### src/rtl/botao_cond_if.sv
// Push-button conditioner bus: raw level in, clean request pulse,
// debounced level and accepted-press count out.
interface botao_cond_if;
  logic       bt_raw;
  logic       bt;
  logic       pressed;
  logic [7:0] n_press;

  // Producer of the raw button level and consumer of the conditioned outputs.
  modport master (
    output bt_raw,
    input  bt,
    input  pressed,
    input  n_press
  );

  // The conditioner itself.
  modport slave (
    input  bt_raw,
    output bt,
    output pressed,
    output n_press
  );
endinterface

### src/rtl/botao_cond.sv
// Pedestrian push-button conditioner feeding semaforo.bt.
// Raw button -> 2-FF synchronizer -> DEB_CYCLES debounce filter ->
// rising-edge one-shot with LOCKOUT cycles of post-request blanking.
// Also keeps a saturating count of accepted requests for debug.
module botao_cond #(
  parameter logic [7:0] DEB_CYCLES = 8'd4,  // legal 1..255
  parameter logic [7:0] LOCKOUT    = 8'd6   // legal 0..255, 0 disables
) (
  input  logic         clk,
  input  logic         rst,
  botao_cond_if.slave  bus
);

  logic       s1_q, s2_q;
  logic [7:0] cnt_q, cnt_d;
  logic       pressed_q, pressed_d;
  logic       bt_q, bt_d;
  logic [7:0] lock_q, lock_d;
  logic [7:0] n_press_q, n_press_d;
  logic       settle;

  // Next-state logic for debounce, one-shot, lockout and press counter.
  always_comb begin
    // NOTE: every variable driven here gets a default first, so no path
    // can leave it unassigned and infer a latch.
    cnt_d     = 8'd0;
    pressed_d = pressed_q;
    bt_d      = 1'b0;
    lock_d    = lock_q;
    n_press_d = n_press_q;

    // The synchronized level has differed from the accepted level for
    // DEB_CYCLES consecutive cycles once this count would reach the limit.
    settle = (cnt_q + 8'd1) == DEB_CYCLES;

    if (s2_q != pressed_q) begin
      if (settle) begin
        pressed_d = s2_q;
        cnt_d     = 8'd0;
      end else begin
        cnt_d = cnt_q + 8'd1;
      end
    end

    // Only a 0->1 change of the debounced level can request, and only when
    // the previous request's blanking window has fully expired.
    bt_d = pressed_d && !pressed_q && (lock_q == 8'd0);

    if (bt_d) begin
      lock_d = LOCKOUT;
    end else if (lock_q != 8'd0) begin
      lock_d = lock_q - 8'd1;
    end

    if (bt_d && (n_press_q != 8'hFF)) begin
      n_press_d = n_press_q + 8'd1;
    end
  end

  // State registers; synchronous reset discards all progress.
  always_ff @(posedge clk) begin
    // NOTE: non-blocking assignments so every register samples the values
    // from before this edge, independent of statement order.
    if (rst) begin
      s1_q      <= 1'b0;
      s2_q      <= 1'b0;
      cnt_q     <= 8'd0;
      pressed_q <= 1'b0;
      bt_q      <= 1'b0;
      lock_q    <= 8'd0;
      n_press_q <= 8'd0;
    end else begin
      s1_q      <= bus.bt_raw;
      s2_q      <= s1_q;
      cnt_q     <= cnt_d;
      pressed_q <= pressed_d;
      bt_q      <= bt_d;
      lock_q    <= lock_d;
      n_press_q <= n_press_d;
    end
  end

  assign bus.bt      = bt_q;
  assign bus.pressed = pressed_q;
  assign bus.n_press = n_press_q;

endmodule

### src/flat_wrapper.sv
// flat-port wrapper written by rule: the top's interface ports become plain ports
module botao_cond_flat 
#(
  parameter logic [7:0] DEB_CYCLES = 8'd4,                 
  parameter logic [7:0] LOCKOUT    = 8'd6                              
)
  (clk, rst, bus_bt_raw, bus_bt, bus_pressed, bus_n_press);
  botao_cond_if bus_i ();
  input  logic clk;
  input  logic rst;
  input wire logic [$bits(bus_i.bt_raw)-1:0] bus_bt_raw;
  output wire logic [$bits(bus_i.bt)-1:0] bus_bt;
  output wire logic [$bits(bus_i.pressed)-1:0] bus_pressed;
  output wire logic [$bits(bus_i.n_press)-1:0] bus_n_press;
  assign bus_i.bt_raw = bus_bt_raw;
  assign bus_bt = bus_i.bt;
  assign bus_pressed = bus_i.pressed;
  assign bus_n_press = bus_i.n_press;
  botao_cond #(.DEB_CYCLES(DEB_CYCLES), .LOCKOUT(LOCKOUT)) u_core (.clk(clk), .rst(rst), .bus(bus_i));
endmodule
### config.mk
export PLATFORM = sky130hd
export DESIGN_NAME = botao_cond_flat
export DESIGN_NICKNAME = d
export VERILOG_FILES = /design/src/rtl/botao_cond_if.sv /design/src/rtl/botao_cond.sv /design/src/flat_wrapper.sv
export SDC_FILE = /design/constraint.sdc
export NUM_CORES = 1
export LEC_CHECK = 0
export ABC_CLOCK_PERIOD_IN_PS = 2800
export CAP_MARGIN = 20
export CORE_UTILIZATION = 45
export DETAILED_ROUTE_END_ITERATION = 10
export DONT_BUFFER_PORTS = 1
export PLACE_DENSITY = 0.66
export SETUP_SLACK_MARGIN = 0.5
export SLEW_MARGIN = 20
export SYNTH_ARGS = -nofsm -noshare
export SYNTH_HDL_FRONTEND = slang
export SYNTH_SLANG_ARGS = --single-unit
export TNS_END_PERCENT = 50
### constraint.sdc
create_clock -name clk -period 2.8 [get_ports clk]
set_input_delay 0.56 -clock clk [delete_from_list [all_inputs] [get_ports clk]]
set_output_delay 0.56 -clock clk [all_outputs]
set_load 0.01 [all_outputs]
==> flow_summary_export.csv <==
group,metric,value,unit
outcome,run_status,"finished clean",
clocking,clkSinkCount,28,
global_route,grt_pass1_vias,981,
power,leakage,0.4774,nW
critical_path,crit_chain,"inv_1 -> ha_1 -> or3b_4 -> nor3_4 -> nand2_2 -> or4_1 -> a211oi_2",
synthesis,async_flop_share,0,
synthesis,syn-instance-count,149,
global_route,grt-ovfl-total,0,
placement,port_buffers,0,
sta,fin_crit_sh,0.7862,
critical_path,cp_top_family,"simple AND/OR/NAND/NOR gates",
synthesis,synth_area,1323,um2
min_path,whs_path_depth,1,
critical_path,crit_slowest_cell,"or4_1",
sta,finClkSkew,0.002977,ns
critical_path,worst-endpoint-required,3.06,ns
placement,placed_area,1341,um2
clocking,clk_latency,0.32,ns
flow_run,max-cap-violations,0,
sta,slew_viol_final,0,
die,start_util,0.4755,
power,ir_worst_vdd,0.4681,mV
clocking,cts_setup_buffers,0,
drt,drc,0,
clocking,htree_levels,1,
sta,setup_viol,0,
global_route,grt_usage,0.1672,
sta,timing.final.ws_setup,0.5985,ns
sta,rsz0062_at_grt,"yes",
synthesis,syn_area_per_cell,8.876,um2
sta,fin_crit,2.201,ns
placement,placedCellCount,175,
final_layout,finalNetCount,157,
clocking,clk_pin_slew,0.15,ns
final_layout,layout-drive-gt1-share,0.09459,
min_path,hp-class,"primary input to register",
placement,gp_congestion,0.8136,
synthesis,synth_cell_type_count,35,
die,core-area,2781,um2
die,die_area,3160,um2
critical_path,start_kind,"register",
synthesis,synth_area_leader_cell,"dfxtp_1",
critical_path,path_buf_inv,1,
global_route,antenna_found_initial,0,
drt,avgRoutedWirePerCell,13.11,um
drt,drt_iter0_markers,39,
critical_path,crit_type,"register to register",
die,die-height,56.21,um
clocking,tritoncts,"built",
global_route,grt_first_pass_wirelength,4.284,mm
final_layout,num_antenna_cells,0,
die,fp-row-count,19,
die,die_w,56.21,um
clocking,clock_tree.root_cell,"clkbuf_4",
synthesis,ys_seq_area_frac,0.4238,
drt,vias_per_cell,5.866,
drt,ant_nets,0,
clocking,cts_hold_buf,0,
sta,fmax,454.2,MHz
synthesis,ys_top_cells_by_count,"dfxtp_1, nor2_1, a21oi_1",
drt,wirelength,2.347,mm
critical_path,path_depth,7,
final_layout,final_util,0.5043,
critical_path,slowest_delay,0.49,ns
final_layout,fin_cells,179,
synthesis,ys_warn_count,0,
sta,relSlewSlack,0.5877,
synthesis,synth.top_cell.area_share,0.4238,
synthesis,synth.area.top_cells,"dfxtp_1, ha_1, nor2_1",
clocking,numCtsBuffers,3,
critical_path,endpoint_kind,"register",
critical_path,rr_worst_depth,7,
placement,hpwl,1.654,mm
sta,hold_viol_final,0,
clocking,clk_path_buf_depth,2,
sta,tightest_slew,0.6161,ns
synthesis,synth_nets,157,
final_layout,postLayoutCellArea,1403,um2
synthesis,ys_seq_elements,28,
final_layout,area_growth,6.055,%
drt,detailedRoute.firstPassIterationCount,4,
die,ioPinCount,13,
critical_path,worst_ep_arrival_time,2.46,ns
synthesis,synth_edf_count,0,
placement,pre_cts_ws,0.5858,ns
clocking,cts_resized,0,
global_route,grt_max_degree,25,
synthesis,synth.most_common_cell,"dfxtp_1",
power,power.density,763.9,nW/um2
sta,setup_tns,0,ns
drt,routed-via-count,1050,
critical_path,path_max_fanout,5,
synthesis,synth_flop_cell,"dfxtp_1",
-- placed cells by master (no fill, tap or decap), types with 2 or more instances in the layout --
cell	n
dfxtp_1	28
nor2_1	15
a21oi_1	11
nand2_1	8
nor2b_1	7
nor4_1	6
or4_1	6
o31ai_1	6
nor3_1	6
inv_1	5
nand3_1	5
xor2_1	5
ha_1	5
nand4_1	4
xnor2_1	4
clkbuf_4	3
nand2b_1	2
and3_1	2
mux2_2	2
or3_1	2
-- routing by layer --
layer	up-vias	routed length, um	GRT usage
li1	533	-	-
met1	490	1132	0.2135
met2	23	1056	0.2670
met3	4	118	0.04419
met4	0	40	0.06969
met5	-	0	0
-- kinds of logic (layout without fill, tap and decap cells) --
group / Yosys count / after routing / synth area share
muxes: 3 / 3 / 0.02460
xor gates and xnor gates: 9 / 9 / 0.05960
AOI/OAI and AO/OA: 24 / 24 / 0.1173
buffers and inverters: 10 / 9 / 0.02932
DFF: 28 / 28 / 0.4238
and+or+nand+nor: 70 / 70 / 0.2980
adders and majority gates: 5 / 5 / 0.04730
-- power breakdown --
group          total [mW]  switching [mW]  internal (mW)
Sequential          0.493          0.0423          0.450
Clock               0.265           0.120          0.145
Combinational       0.314           0.171          0.143
Total                1.07           0.333          0.738
-- worst register-to-register path, delay by kind of cell (launching register included) --
kind | cells | cell delay (ns)
AO/OA/AOI/OAI | 1 | 0.23
flip-flops | 1 | 0.36
buffers and inverters | 1 | 0.11
adder cells (fa/ha/maj) | 1 | 0.17
AND/OR/NAND/NOR | 4 | 1.26
-- state kept, by name, indices dropped and copies added (netlist names) --
signal / count
u_core.bus.pressed: 1
u_core.s2_q: 1
u_core.bus.bt: 1
u_core.bus.n_press: 8
u_core.lock_q: 8
u_core.cnt_q: 8
u_core.s1_q: 1
-- metrics by stage --
| stage | total power [mW] | hold WS (ns) |
|---|---|---|
| global route | 1.152 | 0.2460 |
| CTS | 1.071 | 0.2613 |
| floorplan | 0.7643 | 0.4138 |
| global placement | 0.7898 | 0.4218 |
| detailed placement | 0.8028 | 0.4242 |
| finish | 1.071 | 0.2756 |
-- layout make-up --
type	instances	area, um2
Fill cell	271	1379
Multi-Input combinational cell	111	732.0
Tap cell	31	38.79
Inverter	5	18.77
Clock buffer	3	22.52
Clock inverter	1	30.03
Sequential cell	28	560.5
-- final timing paths --
path | startpoint | endpoint | slack, ns
worst min register to register | u_core.s1_q$_SDFF_PP0_ | u_core.s2_q$_SDFF_PP0_ | 0.46
worst max register to register | u_core.lock_q[0]$_SDFFE_PP0N_ | u_core.bus.n_press[7]$_SDFFE_PP0P_ | 0.60
worst min-delay path | rst | u_core.bus.n_press[7]$_SDFFE_PP0P_ | 0.28
worst max-delay path | u_core.lock_q[0]$_SDFFE_PP0N_ | u_core.bus.n_press[7]$_SDFFE_PP0P_ | 0.60
Power figures use the tool's default switching activity.
